<file path="config.mk">
export PLATFORM = sky130hd
export DESIGN_NAME = load_fire_scheduler_flat
export DESIGN_NICKNAME = d
export VERILOG_FILES = /design/src/rtl/load_fire_scheduler_if.sv /design/src/rtl/load_fire_scheduler.sv /design/src/flat_wrapper.sv
export SDC_FILE = /design/constraint.sdc
export NUM_CORES = 1
export LEC_CHECK = 0
export BUFFER_PORTS_ARGS = -buffer_cell sky130_fd_sc_hd__buf_2
export CAP_MARGIN = 20
export CORE_AREA = 2 2 457 459
export CTS_BUF_LIST = sky130_fd_sc_hd__clkbuf_8 sky130_fd_sc_hd__clkbuf_16
export CTS_CLUSTER_SIZE = 16
export DETAILED_ROUTE_END_ITERATION = 12
export DIE_AREA = 0 0 459 461
export GPL_TIMING_DRIVEN = 0
export HOLD_SLACK_MARGIN = 0.06
export PLACE_DENSITY = 0.3
export SLEW_MARGIN = 0
export SYNTH_ARGS = -nofsm -noshare
export SYNTH_HDL_FRONTEND = slang
export SYNTH_SLANG_ARGS = --single-unit
</file>
<file path="constraint.sdc">
create_clock -name clk -period 5.3 [get_ports clk]
set_input_delay 1.325 -clock clk [delete_from_list [all_inputs] [get_ports clk]]
set_output_delay 1.325 -clock clk [all_outputs]
set_load 0.005 [all_outputs]
</file>
<file path="src/rtl/load_fire_scheduler_if.sv">
// load_fire_scheduler_if
//   Data-memory load request channel (valid/ready).
//   master: scheduler side, drives the request and samples ready.
//   slave : memory side, samples the request and drives ready.
//   mem_req_valid   request pending
//   mem_req_ready   memory accepts this cycle
//   mem_req_address load address
//   mem_req_rob_tag ROB tag of the load
//   mem_req_ldq_idx load queue index of the load
interface load_fire_scheduler_if #(
  parameter int XLEN          = 32,
  parameter int ROB_TAG_WIDTH = 32,
  parameter int LDQ_SIZE      = 16
);
  localparam int IW = $clog2(LDQ_SIZE);

  logic                     mem_req_valid;
  logic                     mem_req_ready;
  logic [XLEN-1:0]          mem_req_address;
  logic [ROB_TAG_WIDTH-1:0] mem_req_rob_tag;
  logic [IW-1:0]            mem_req_ldq_idx;

  modport master (
    output mem_req_valid, mem_req_address, mem_req_rob_tag, mem_req_ldq_idx,
    input  mem_req_ready
  );

  modport slave (
    input  mem_req_valid, mem_req_address, mem_req_rob_tag, mem_req_ldq_idx,
    output mem_req_ready
  );
endinterface

</file>
<file path="src/rtl/load_fire_scheduler.sv">
// load_fire_scheduler
//   Picks the oldest ready-to-issue load queue entry (age order from
//   ldq_head, wrapping) and presents it on the load port with a registered
//   valid/ready request. Outstanding loads are capped at MAX_INFLIGHT.
// Ports:
//   clk, reset (async, active low)
//   ldq_head, ldq_valid/address_valid/fired/completed/blocked : queue state
//   ldq_address, ldq_rob_tag : flattened per-entry payload
//   flush          : drop pending request, no selection this edge
//   load_completed : one outstanding load returned
//   mem_req        : request channel (master modport)
//   mark_fired/_idx: accept strobe back to the load queue
//   inflight_count : outstanding loads
// Optional: define LDQ_FIRE_PERF_EN to add perf_fire_count and
//   perf_stall_count (32-bit wrapping event counters).
module load_fire_scheduler #(
  parameter int XLEN          = 32,
  parameter int ROB_TAG_WIDTH = 32,
  parameter int LDQ_SIZE      = 16,
  parameter int MAX_INFLIGHT  = 4,
  localparam int IW = $clog2(LDQ_SIZE),
  localparam int CW = $clog2(MAX_INFLIGHT+1)
) (
  input  logic                              clk,
  input  logic                              reset,
  input  logic [IW-1:0]                     ldq_head,
  input  logic [LDQ_SIZE-1:0]               ldq_valid,
  input  logic [LDQ_SIZE-1:0]               ldq_address_valid,
  input  logic [LDQ_SIZE-1:0]               ldq_fired,
  input  logic [LDQ_SIZE-1:0]               ldq_completed,
  input  logic [LDQ_SIZE-1:0]               ldq_blocked,
  input  logic [LDQ_SIZE*XLEN-1:0]          ldq_address,
  input  logic [LDQ_SIZE*ROB_TAG_WIDTH-1:0] ldq_rob_tag,
  input  logic                              flush,
  input  logic                              load_completed,
  load_fire_scheduler_if.master             mem_req,
  output logic                              mark_fired,
  output logic [IW-1:0]                     mark_fired_idx,
  output logic [CW-1:0]                     inflight_count
`ifdef LDQ_FIRE_PERF_EN
  ,
  output logic [31:0]                       perf_fire_count,
  output logic [31:0]                       perf_stall_count
`endif
);

  typedef enum logic {IDLE, PENDING} state_t;

  state_t                   state_q, state_d;
  logic [IW-1:0]            idx_q, idx_d, sel, cand;
  logic [XLEN-1:0]          addr_q, addr_d;
  logic [ROB_TAG_WIDTH-1:0] tag_q, tag_d;
  logic [CW-1:0]            cnt_q, cnt_d;
  logic [LDQ_SIZE-1:0]      elig, elig_m;
  logic                     acc, found, room, sel_en, load;

  assign elig = ldq_valid & ldq_address_valid & ~ldq_fired & ~ldq_completed & ~ldq_blocked;
  assign acc  = (state_q == PENDING) & mem_req.mem_req_ready;

  // The queue only sees mark_fired at this edge, so its fired bit is still
  // clear; hide the accepted entry from the back-to-back selection.
  always_comb begin
    elig_m = elig;
    if (acc) elig_m[idx_q] = 1'b0;
  end

  // Oldest-first scan starting at the head; index arithmetic wraps naturally
  // because LDQ_SIZE is a power of two.
  always_comb begin
    found = 1'b0;
    sel   = ldq_head;
    cand  = '0;
    for (int k = 0; k < LDQ_SIZE; k++) begin
      cand = ldq_head + IW'(k);
      if (!found && elig_m[cand]) begin
        found = 1'b1;
        sel   = cand;
      end
    end
  end

  // Cap check counts a same-edge accept but not a same-edge completion.
  assign room   = acc ? (32'(cnt_q) + 32'd1 < 32'(MAX_INFLIGHT))
                      : (32'(cnt_q) < 32'(MAX_INFLIGHT));
  assign sel_en = found & ~flush & room;

  always_comb begin
    cnt_d = cnt_q;
    if (acc && !load_completed)                      cnt_d = cnt_q + CW'(1);
    else if (!acc && load_completed && cnt_q != '0)  cnt_d = cnt_q - CW'(1);
  end

  always_comb begin
    state_d = state_q;
    idx_d   = idx_q;
    addr_d  = addr_q;
    tag_d   = tag_q;
    load    = 1'b0;
    if (state_q == IDLE) begin
      load = sel_en;
    end else if (flush) begin
      state_d = IDLE;
    end else if (acc || !elig[idx_q]) begin
      // accepted, or held entry went stale: reselect or fall back to IDLE
      if (sel_en) load    = 1'b1;
      else        state_d = IDLE;
    end
    if (load) begin
      state_d = PENDING;
      idx_d   = sel;
      addr_d  = ldq_address[sel*XLEN +: XLEN];
      tag_d   = ldq_rob_tag[sel*ROB_TAG_WIDTH +: ROB_TAG_WIDTH];
    end
  end

  always_ff @(posedge clk or negedge reset) begin
    if (!reset) begin
      state_q <= IDLE;
      idx_q   <= '0;
      addr_q  <= '0;
      tag_q   <= '0;
      cnt_q   <= '0;
    end else begin
      state_q <= state_d;
      idx_q   <= idx_d;
      addr_q  <= addr_d;
      tag_q   <= tag_d;
      cnt_q   <= cnt_d;
    end
  end

  assign mem_req.mem_req_valid   = (state_q == PENDING);
  assign mem_req.mem_req_address = addr_q;
  assign mem_req.mem_req_rob_tag = tag_q;
  assign mem_req.mem_req_ldq_idx = idx_q;
  assign mark_fired              = acc;
  assign mark_fired_idx          = idx_q;
  assign inflight_count          = cnt_q;

`ifdef LDQ_FIRE_PERF_EN
  always_ff @(posedge clk or negedge reset) begin
    if (!reset) begin
      perf_fire_count  <= '0;
      perf_stall_count <= '0;
    end else begin
      if (acc) perf_fire_count <= perf_fire_count + 32'd1;
      if ((state_q == PENDING) && !mem_req.mem_req_ready)
        perf_stall_count <= perf_stall_count + 32'd1;
    end
  end
`endif

endmodule

</file>
<file path="src/flat_wrapper.sv">
// flat-port wrapper written by rule: the top's interface ports become plain ports
module load_fire_scheduler_flat 
#(
  parameter int XLEN          = 32,
  parameter int ROB_TAG_WIDTH = 32,
  parameter int LDQ_SIZE      = 16,
  parameter int MAX_INFLIGHT  = 4,
  localparam int IW = $clog2(LDQ_SIZE),
  localparam int CW = $clog2(MAX_INFLIGHT+1)
)
  (clk, reset, ldq_head, ldq_valid, ldq_address_valid, ldq_fired, ldq_completed, ldq_blocked, ldq_address, ldq_rob_tag, flush, load_completed, mark_fired, mark_fired_idx, inflight_count, mem_req_mem_req_valid, mem_req_mem_req_address, mem_req_mem_req_rob_tag, mem_req_mem_req_ldq_idx, mem_req_mem_req_ready);
  load_fire_scheduler_if #(.XLEN(XLEN), .ROB_TAG_WIDTH(ROB_TAG_WIDTH), .LDQ_SIZE(LDQ_SIZE)) mem_req_i ();
  input  logic clk;
  input  logic reset;
  input  logic [IW-1:0] ldq_head;
  input  logic [LDQ_SIZE-1:0] ldq_valid;
  input  logic [LDQ_SIZE-1:0] ldq_address_valid;
  input  logic [LDQ_SIZE-1:0] ldq_fired;
  input  logic [LDQ_SIZE-1:0] ldq_completed;
  input  logic [LDQ_SIZE-1:0] ldq_blocked;
  input  logic [LDQ_SIZE*XLEN-1:0] ldq_address;
  input  logic [LDQ_SIZE*ROB_TAG_WIDTH-1:0] ldq_rob_tag;
  input  logic flush;
  input  logic load_completed;
  output logic mark_fired;
  output logic [IW-1:0] mark_fired_idx;
  output logic [CW-1:0] inflight_count;
  output wire logic [$bits(mem_req_i.mem_req_valid)-1:0] mem_req_mem_req_valid;
  output wire logic [$bits(mem_req_i.mem_req_address)-1:0] mem_req_mem_req_address;
  output wire logic [$bits(mem_req_i.mem_req_rob_tag)-1:0] mem_req_mem_req_rob_tag;
  output wire logic [$bits(mem_req_i.mem_req_ldq_idx)-1:0] mem_req_mem_req_ldq_idx;
  input wire logic [$bits(mem_req_i.mem_req_ready)-1:0] mem_req_mem_req_ready;
  assign mem_req_mem_req_valid = mem_req_i.mem_req_valid;
  assign mem_req_mem_req_address = mem_req_i.mem_req_address;
  assign mem_req_mem_req_rob_tag = mem_req_i.mem_req_rob_tag;
  assign mem_req_mem_req_ldq_idx = mem_req_i.mem_req_ldq_idx;
  assign mem_req_i.mem_req_ready = mem_req_mem_req_ready;
  load_fire_scheduler #(.XLEN(XLEN), .ROB_TAG_WIDTH(ROB_TAG_WIDTH), .LDQ_SIZE(LDQ_SIZE), .MAX_INFLIGHT(MAX_INFLIGHT)) u_core (.clk(clk), .reset(reset), .ldq_head(ldq_head), .ldq_valid(ldq_valid), .ldq_address_valid(ldq_address_valid), .ldq_fired(ldq_fired), .ldq_completed(ldq_completed), .ldq_blocked(ldq_blocked), .ldq_address(ldq_address), .ldq_rob_tag(ldq_rob_tag), .flush(flush), .load_completed(load_completed), .mem_req(mem_req_i), .mark_fired(mark_fired), .mark_fired_idx(mark_fired_idx), .inflight_count(inflight_count));
endmodule
</file>
==> results.md, run 1 <==
- STA puts the critical path data required time at 5.68 ns.
- The total power per unit cell area is 398 nW/um^2.
- At the pin with the least slew margin, the transition time is 0.886 ns.
- Once routing completed, OpenROAD measured the worst setup slack at -0.865 ns.
- The register share of total power is 8.3%.
- Setup repair after global routing could not meet its margin everywhere.
- The TritonCTS clock tree is done.
- In the final timing run, aggregate negative setup slack is -43.97 ns.
- The synthesized design contains 0 enable-type register cells.
- The global placement routability congestion is 0.946.
- After detailed routing, the number of remaining DRC violations is 0.
- The number of nets in the layout is 4277.
- The most used flip-flop cell after synthesis is sky130_fd_sc_hd__dfrtp_1.
- The count of boundary I/O pins is 1190.
- The total of flip-flops plus latches after synthesis is 72.
- The startpoint of the most critical register-to-register path is u_core.mark_fired_idx[2]$_DFFE_PN0P_.
- In this run, the combinational gates consume 85.5% of the power.
- The sequential cells in the finished layout cover a total of 1800 um^2.
- In this run the clock root is driven by a sky130_fd_sc_hd__clkbuf_16.
- The number of violations of the max-capacitance limit is 0.
- Setup violations remaining at the end of the flow were counted as 65.
- TritonCTS created 9 clock buffers.
- The global-route total usage across every layer is 18.5%.
- For the final database, setup skew stands at 0.0288 ns.
- The proportion of layout cells with a drive suffix above 1 is 65.7%.
- Counting tap cells, the placed design contains a total of 5676 instances.
- The internal power is 5.62 mW.
- The worst setup slack before clock tree synthesis is -3.87 ns.
- During synthesis, Yosys emitted a total of 0 warnings.
- The total overflow left after global routing is 0.
- The slack of the worst reg-to-reg path is -0.65 ns.
- The period utilization is 116%.
- The initial antenna violation count is 150.
- The clock network is responsible for 6.2% of the overall power.
- After detailed routing, the average wire length per cell comes to 34.8 um.
- The core region is 206000 um^2.
- The share of the Yosys chip area taken by registers is 11.6%.
- Synthesis handed over a netlist of 1759 instances.
- Once detail routing completed, the nets flagged for antenna violations numbered 0.
- The nature of the critical path startpoint is a primary input.
- The number of fill cells in the layout is 23705.
- The start-to-end type of the worst setup path is in2reg.
- In this run switching power makes up 54.9% of total power.
- The flow ran to the end, but the final reports show violations.
- For this design, the CTS-stage hold fixing added 0 buffers.
- The CTS clock-pin slew for the worst setup and hold paths is 0.07 ns.
- The placed wire-length estimate after detailed placement is 177 mm.
- For this design the static power due to leakage is 13.4 nW.
- The clock latency on the worst-skew pair is 0.46 ns.
- The via density per instance is 4.11.
- The number of optimization iterations in the first detailed-route pass is 6.
- The via count is 24356.
- The layout-stage area growth over the synthesis result is 101%.
- In this run the mean area of a mapped cell was 8.85 um^2.
- The die outline width is 459 um.
- In this run the worst path has a maximum fanout of 7.
- The die covers 212000 um^2.
- The starting density of the core is 7.54%.
- The non-filler instance count after layout is 5927.
- The worst register-to-register path ends at u_core.mem_req.mem_req_address[31]$_DFFE_PN0P_.
- The net switching power figure is 6.85 mW.
- The netlist uses 92 different library cells.
- The area used by multi-input combinational logic is 15000 um^2.
- The final reports fail on negative setup slack.
- The path class of the tightest hold or removal check is reg2reg.
- In this run, the number of DRC markers left after iteration 0 of detailed routing was 2024.
- The die outline height is 461 um.
- The number of levels in the clock H-tree is 3.
- The arrival time of the worst setup path is 6.55 ns.
- The post-synthesis instance area is 15600 um^2.
- The count of endpoints failing hold in the final timing report is 0.
- Following the worst setup path forward leads to its endpoint at u_core.mem_req.mem_req_address[31]$_DFFE_PN0P_.
- CTS saw 72 sinks.
- The start point of the worst min-delay path is u_core.mem_req.mem_req_address[5]$_DFFE_PN0P_.
- The depth of the worst register-to-register path is 21.
- The first element of the critical path is ldq_head[0].
- The timing-limited maximum frequency is 162 MHz.
- The final layout contains routed wiring with a total length of 206 mm.
- The clock period minus worst slack is 6.16 ns.
- The first global-routing pass estimated 254 mm of wire.
- The number of nets in the synthesized netlist is 2880.
- The largest net degree at the start of global routing is 46.
- The worst setup path is captured at a flop.
- The maximum buffer depth of the clock tree is 2.
- IR analysis of the VDD net gives a maximum drop of 0.217 mV.
- The worst slew margin relative to its limit is 40.9%.
- Once layout is complete, the utilization of the core stands at 15.2%.
- The total power is 12.5 mW.
- The number of global-route vias before repair came to 23962.
- The number of placement rows is 167.
- During placement, the flow inserted port buffers numbering 1188.
- The fraction of synthesis flops using an asynchronous set or reset pin is 100%.
- The number of slew-limit violations in the final report is 0.
[how the worst min path moves through the flow]
stage	end	slack, ns	cells after the start
after floorplan	u_core.mem_req.mem_req_address[10]$_DFFE_PN0P_	0.48	1
after global placement	u_core.mem_req.mem_req_address[3]$_DFFE_PN0P_	0.47	1
after detailed placement	u_core.mem_req.mem_req_address[5]$_DFFE_PN0P_	0.47	1
after CTS	u_core.mem_req.mem_req_rob_tag[10]$_DFFE_PN0P_	0.49	1
after global routing	u_core.mem_req.mem_req_rob_tag[29]$_DFFE_PN0P_	0.50	1
final	u_core.mem_req.mem_req_address[5]$_DFFE_PN0P_	0.48	1
[cells by family (layout without fill, tap and decap cells)]
logic type,count (synthesis),in the layout,share of synthesized area [%]
buffers and inverters,210,1612,6.63
adder cells (fa/ha/maj),8,8,0.692
flip-flops,72,72,11.6
multiplexers,252,252,27.6
other,0,62,0
XOR/XNOR,17,17,1.05
AND/OR/NAND/NOR,580,580,17.2
AO/OA/AOI/OAI,620,620,35.2
[cells in the mapped netlist (all sizes together) (5+ instances only)]
| library cell | n | area, um^2 |
|---|---|---|
| a2111oi | 64 | 955 |
| a211o | 69 | 604 |
| a211oi | 14 | 105 |
| a21o | 6 | 45.0 |
| a21oi | 150 | 762 |
| a221oi | 129 | 1250 |
| a31oi | 6 | 43.8 |
| a32o | 5 | 50.1 |
| a32oi | 5 | 43.8 |
| and3 | 67 | 419 |
| buf | 117 | 681 |
| clkbuf | 83 | 312 |
| dfrtp | 72 | 1800 |
| ha | 7 | 87.6 |
| inv | 9 | 33.8 |
| mux2 | 8 | 90.1 |
| mux2i | 103 | 1030 |
| mux4 | 141 | 3180 |
| nand2 | 364 | 1380 |
| nand2b | 10 | 70.1 |
| nand3 | 33 | 165 |
| nand4 | 6 | 37.5 |
| nor2 | 35 | 139 |
| nor3 | 14 | 70.1 |
| nor4 | 9 | 68.8 |
| nor4b | 15 | 131 |
| o2111a | 13 | 146 |
| o2111ai | 7 | 61.3 |
| o211ai | 10 | 93.8 |
| o21ai | 20 | 100 |
| o221a | 63 | 709 |
| o22ai | 12 | 75.1 |
| o31ai | 5 | 42.5 |
| or2 | 10 | 62.6 |
| xnor2 | 10 | 95.1 |
| xor2 | 7 | 68.8 |
[power groups by stage]
stage,sequential [mW],combinational [mW],clock [mW]
2_1_floorplan,0.984,4.20,0
3_3_place_gp,1.02,8.35,0
3_5_place_dp,1.03,8.52,0
4_1_cts,1.04,10.5,0.830
5_1_grt,1.07,11.2,0.824
6_report,1.04,10.7,0.770
[state kept, by name, indices dropped and copies added (netlist names)]
register                        flops
u_core.inflight_count               3
u_core.mem_req.mem_req_valid        1
u_core.mem_req.mem_req_rob_tag     32
u_core.mark_fired_idx               4
u_core.mem_req.mem_req_address     32
[repair_timing]
item,in CTS,in global routing
pin swaps,140,83
buffers inserted,129,52
resized for setup,590,127
endpoints found under the setup margin,68,68
gates cloned,7,2
[stage by stage]
step | area [um^2] | hold WS, ns
floorplan | 15900 | 0.484
global placement | 25200 | 0.470
detailed placement | 25700 | 0.470
CTS | 30100 | 0.487
global route | 31200 | 0.498
finish | 31300 | 0.480
[critical path, stage by stage]
cell and delay [ns]:
sky130_fd_sc_hd__buf_8 0.10, sky130_fd_sc_hd__buf_12 0.14, sky130_fd_sc_hd__inv_8 0.06, sky130_fd_sc_hd__buf_12 0.11
sky130_fd_sc_hd__ha_4 0.18, sky130_fd_sc_hd__xor2_4 0.19, sky130_fd_sc_hd__buf_8 0.13, sky130_fd_sc_hd__mux4_2 0.56
sky130_fd_sc_hd__o211ai_4 0.25, sky130_fd_sc_hd__nand4_1 0.13, sky130_fd_sc_hd__buf_6 0.15, sky130_fd_sc_hd__or4_4 0.59
sky130_fd_sc_hd__or3_4 0.42, sky130_fd_sc_hd__o21a_4 0.15, sky130_fd_sc_hd__a21oi_4 0.14, sky130_fd_sc_hd__buf_12 0.16
sky130_fd_sc_hd__buf_16 0.16, sky130_fd_sc_hd__buf_16 0.16, sky130_fd_sc_hd__buf_8 0.12, sky130_fd_sc_hd__a221oi_1 0.07
sky130_fd_sc_hd__o221a_2 0.36, sky130_fd_sc_hd__a2111oi_4 0.64, sky130_fd_sc_hd__a211o_1 0.18
[final cells by class]
cell class	instances	area share (%)
antenna	62	0.496
buffer	189	7.42
clock buffer	10	0.764
clock inverter	6	0.188
inverter	10	0.212
multi-input combinational	1477	47.8
sequential	72	5.76
tap	2704	10.8
timing repair buffer	1397	26.5
[routing by layer]
metal,track usage (%),share of wire [%],up-vias
met4,6.56,3.5,110
met5,0,0.33,-
met1,21.8,39,12308
met3,6.64,9.7,347
met2,30.7,47,1471
li1,-,-,10120
[layout by cell type (no fill, tap or decap), types with 21 or more instances in the layout]
| cell type | instances |
|---|---|
| sky130_fd_sc_hd__a211o_1 | 69 |
| sky130_fd_sc_hd__a21oi_1 | 120 |
| sky130_fd_sc_hd__mux2i_1 | 96 |
| sky130_fd_sc_hd__dfrtp_1 | 71 |
| sky130_fd_sc_hd__nor2_1 | 26 |
| sky130_fd_sc_hd__mux4_2 | 141 |
| sky130_fd_sc_hd__buf_4 | 144 |
| sky130_fd_sc_hd__and3_4 | 24 |
| sky130_fd_sc_hd__a2111oi_4 | 43 |
| sky130_fd_sc_hd__buf_6 | 55 |
| sky130_fd_sc_hd__and3_1 | 42 |
| sky130_fd_sc_hd__nand2_1 | 341 |
| sky130_fd_sc_hd__clkbuf_2 | 29 |
| sky130_fd_sc_hd__a2111oi_2 | 21 |
| sky130_fd_sc_hd__buf_2 | 1207 |
| sky130_fd_sc_hd__o221a_1 | 49 |
| sky130_fd_sc_hd__a221oi_2 | 49 |
| sky130_fd_sc_hd__diode_2 | 62 |
| sky130_fd_sc_hd__buf_12 | 52 |
| sky130_fd_sc_hd__clkbuf_16 | 27 |
| sky130_fd_sc_hd__a221oi_1 | 69 |
| sky130_fd_sc_hd__buf_8 | 26 |
No activity file was read; power rests on OpenSTA's default activity.
==> run 2, diff against run 1 <==
- CELL_PAD_IN_SITES_DETAIL_PLACEMENT: default -> 0
- CELL_PAD_IN_SITES_GLOBAL_PLACEMENT: default -> 2
- CORE_AREA: 2 2 457 459 -> 2 2 463 465
- DIE_AREA: 0 0 459 461 -> 0 0 465 467
- PLACE_DENSITY: 0.3 -> 0.36
- clock period: 5.3 -> 5.1 ns (I/O delays scaled with it)
==> results.md, run 2 (synthesis results as in run 1) <==
- The area growth from synthesis to layout is 115%.
- Leaving out fill and tap cells, the most frequent cell in the layout is sky130_fd_sc_hd__buf_2.
- The part of the total power dissipated in combinational logic is 86.7%.
- The floorplan step defined a die boundary enclosing 217000 um^2.
- Setup repair after global routing could not meet its margin everywhere.
- For this design the total switching power over the nets is 7.71 mW.
- The share of total power dissipated in the clock network is 5.8%.
- The worst setup path is captured at a flop.
- The number of global-route vias before repair is 24913.
- The wire-length estimate of the detail-placed layout is 179 mm.
- The post-layout worst setup margin is -0.808 ns.
- The proportion of layout cells with a drive suffix above 1 is 70.0%.
- Once placement completed, the tool counted placed cells totaling 5793.
- Setup violations remaining at the end of the flow were counted as 64.
- In this run the remaining antenna-violating nets after routing total 0.
- The starting density of the core is 7.35%.
- The cell occurring most often along the worst timing path is sky130_fd_sc_hd__buf_12.
- The cts-stage hold buffer count is 0.
- The number of clock buffers inserted by TritonCTS is 9.
- For the worst setup path, the data required time is 5.45 ns.
- The final layout contains 4325 nets.
- The count of endpoints failing hold in the final timing report is 0.
- The die outline height is 467 um.
- Dividing total power by cell area gives a power density of 434 nW/um^2.
- The congestion estimate from routability-driven global placement came to 0.854.
- The flip-flop and latch area is 1800 um^2.
- The largest stage delay on the critical path is 0.57 ns.
- The CTS clock-pin slew for the worst setup and hold paths is 0.08 ns.
- The startpoint identified for the worst hold timing path is u_core.mem_req.mem_req_address[31]$_DFFE_PN0P_.
- Together, buffers and inverters on the worst path number 11.
- The die is 465 um wide.
- The cell family with the largest share of critical-path delay is simple AND/OR/NAND/NOR gates.
- After floorplanning, the core was divided into 169 placement rows.
- Using the TritonRoute via totals, the vias-per-cell ratio works out to 3.93.
- The register share of total power is 7.5%.
- The final critical path takes up 116% of the cycle.
- TritonCTS built the clock tree.
- The path type of the worst min-delay path is reg2reg.
- The analysis attributes to cell leakage a power of 14.1 nW.
- Along the worst path, the maximum fanout reaches 6.
- The start-to-end type of the worst setup path is in2reg.
- The worst clock skew is 0.0177 ns.
- Net switching is 53.3% of the power.
- The final layout contains routed wiring with a total length of 216 mm.
- The worst slew margin relative to its limit is 19.1%.
- The wire length of the first global-routing pass is 271 mm.
- The run finished, with violations left.
- The slack of the worst reg-to-reg path is -0.64 ns.
- The largest voltage drop on the vdd net is 0.218 mV.
- The final reports fail on negative setup slack.
- The nature of the critical path startpoint is a primary input.
- The library cells used most frequently in the layout, excluding fill and tap cells, are sky130_fd_sc_hd__buf_2 (1201), sky130_fd_sc_hd__nand2_1 (275), sky130_fd_sc_hd__buf_4 (155), sky130_fd_sc_hd__mux4_2 (141), sky130_fd_sc_hd__buf_12 (96).
- For hold timing, the worst endpoint is u_core.mem_req.mem_req_address[31]$_DFFE_PN0P_.
- The maximum buffer depth of the clock tree is 2.
- The internal power is 6.77 mW.
- The arrival time of the worst setup path is 6.26 ns.
- Max-cap violations in this run came to 0.
- Summing over every cut layer, the via total after detailed routing is 23989.
- The cell count of the worst hold path is 1.
- At the end of the flow the core is filled with cells to 15.8%.
- The slowest stage cell on the critical path is sky130_fd_sc_hd__mux4_2.
- The worst path in the final design needs a cycle of 5.91 ns, including I/O delays and setup.
- The initial antenna violation count was 184.
- The number of slew-limit violations in the final report is 0.
- The transition time at the pin with the least slew margin is 1.21 ns.
- The timing-limited maximum frequency is 169 MHz.
- The aggregate global routing overflow is 0.
- Global routing consumed, over all layers together, 19.1% of the routing resources.
- The clock net in this run drives a total of 72 sinks.
- The largest net degree at the start of global routing is 40.
- Port buffering added 1188 buffers.
- The wire length per cell after detailed routing is 35.4 um.
- Summing all multi-input logic gate instances after layout gives 15500 um^2.
- The number of fill cells in the layout is 24270.
- The area of the core is 212000 um^2.
- In the routed design, unresolved DRC markers number 0.
- The end of the worst register-to-register path is u_core.mem_req.mem_req_rob_tag[5]$_DFFE_PN0P_.
- The clock reaches the later pin of the worst-skew pair after 0.47 ns.
- The count of boundary I/O pins is 1190.
- The clock root buffer master is sky130_fd_sc_hd__clkbuf_16.
- After the first detailed-routing iteration, the DRC count stood at 1530.
- The count of cells in the finished layout, fillers not included, comes to 6107.
- The aggregate negative setup slack is -45.82 ns.
- Traced cell by cell, the critical path runs through buf_8 > buf_12 > clkinv_8 > buf_4 > buf_4 > o2111a_1 > nor2_1 > mux2i_1 > mux4_2 > nand2b_4 > or4_4 > buf_12 > nor4_4 > nand2_2 > o211ai_4 > buf_12 > buf_16 > buf_4 > buf_8 > buf_12 > mux2i_2 > o221a_1 > a2111oi_4 > a211o_1.
- The number of levels in the clock H-tree is 3.
- The number of cells on the worst reg-to-reg path is 21.
- The startpoint of the most critical register-to-register path is u_core.mark_fired_idx[0]$_DFFE_PN0P_.
- The first detailed-routing pass ran for 5 iterations.
-- run 2: cell types whose count changed in the layout (fill, tap and decap cells not counted), sizes merged --
cell,previous run,this run
diode,62,77
bufbuf,1,2
inv,9,10
buf,1503,1567
clkinv,6,3
clkbuf,92,76
clkinvlp,0,1
-- run 2: stage by stage --
| step | setup WS, ns | total power, mW | hold slack [ns] | cell area, um^2 |
|---|---|---|---|---|
| CTS | -0.803 | 14.5 | 0.493 | 32300 |
| global placement | -6.06 | 10.0 | 0.467 | 25400 |
| detailed placement | -4.20 | 10.1 | 0.473 | 25700 |
| global route | -0.908 | 15.3 | 0.503 | 33300 |
| finish | -0.808 | 14.5 | 0.488 | 33400 |
| floorplan | -0.584 | 5.39 | 0.484 | 15900 |
-- run 2: worst max path at each step --
stage                       startpoint                                        endpoint  slack, ns  cells after the start
after floorplan            ldq_head[1]   u_core.mem_req.mem_req_address[2]$_DFFE_PN0P_      -0.58                     19
after global placement    ldq_fired[6]  u_core.mem_req.mem_req_address[20]$_DFFE_PN0P_      -6.06                     18
after detailed placement  ldq_fired[5]  u_core.mem_req.mem_req_address[25]$_DFFE_PN0P_      -4.20                     17
after CTS                  ldq_head[0]  u_core.mem_req.mem_req_address[20]$_DFFE_PN0P_      -0.80                     20
after global routing       ldq_head[0]  u_core.mem_req.mem_req_address[31]$_DFFE_PN0P_      -0.91                     26
final                      ldq_head[0]   u_core.mem_req.mem_req_rob_tag[5]$_DFFE_PN0P_      -0.81                     24
-- run 2: worst reg2reg max path: cells and delay by family, from the launching register on --
kind | cells | cell delay (ns)
AOI/OAI and AO/OA | 5 | 1.10
buffers and inverters | 7 | 1.22
DFF | 1 | 0.63
muxes | 3 | 0.95
and+or+nand+nor | 6 | 1.73
-- run 2: per-layer routing --
layer / track usage (%) / wire length [um] / up-vias
met5: 0 / 458 / -
met3: 3.85 / 13400 / 316
met1: 23.4 / 88500 / 12119
met2: 34.2 / 109000 / 1251
met4: 4.16 / 5350 / 72
li1: - / - / 10231
-- run 2: area by class of cell --
class	instances	share of cell area [%]
antenna	77	0.577
inverter	10	0.221
buffer	181	7.87
sequential	72	5.41
clock buffer	11	0.757
tap	2821	10.6
multi-input combinational	1477	46.3
timing repair buffer	1453	28.1
clock inverter	5	0.165
-- run 2: what timing repair did --
item | 4_1_cts | 5_1_grt
gates cloned | 26 | 2
pin swaps | 174 | 97
setup endpoints to repair | 69 | 68
setup buffers | 178 | 50
gates resized for setup | 845 | 195
-- run 2: power groups by stage --
stage / Clock, mW / Sequential, mW / Combinational (mW)
after floorplan: 0 / 1.02 / 4.37
after global placement: 0 / 1.06 / 8.96
after detailed placement: 0 / 1.07 / 9.06
after CTS: 0.915 / 1.08 / 12.5
after global routing: 0.906 / 1.12 / 13.2
final: 0.843 / 1.08 / 12.6
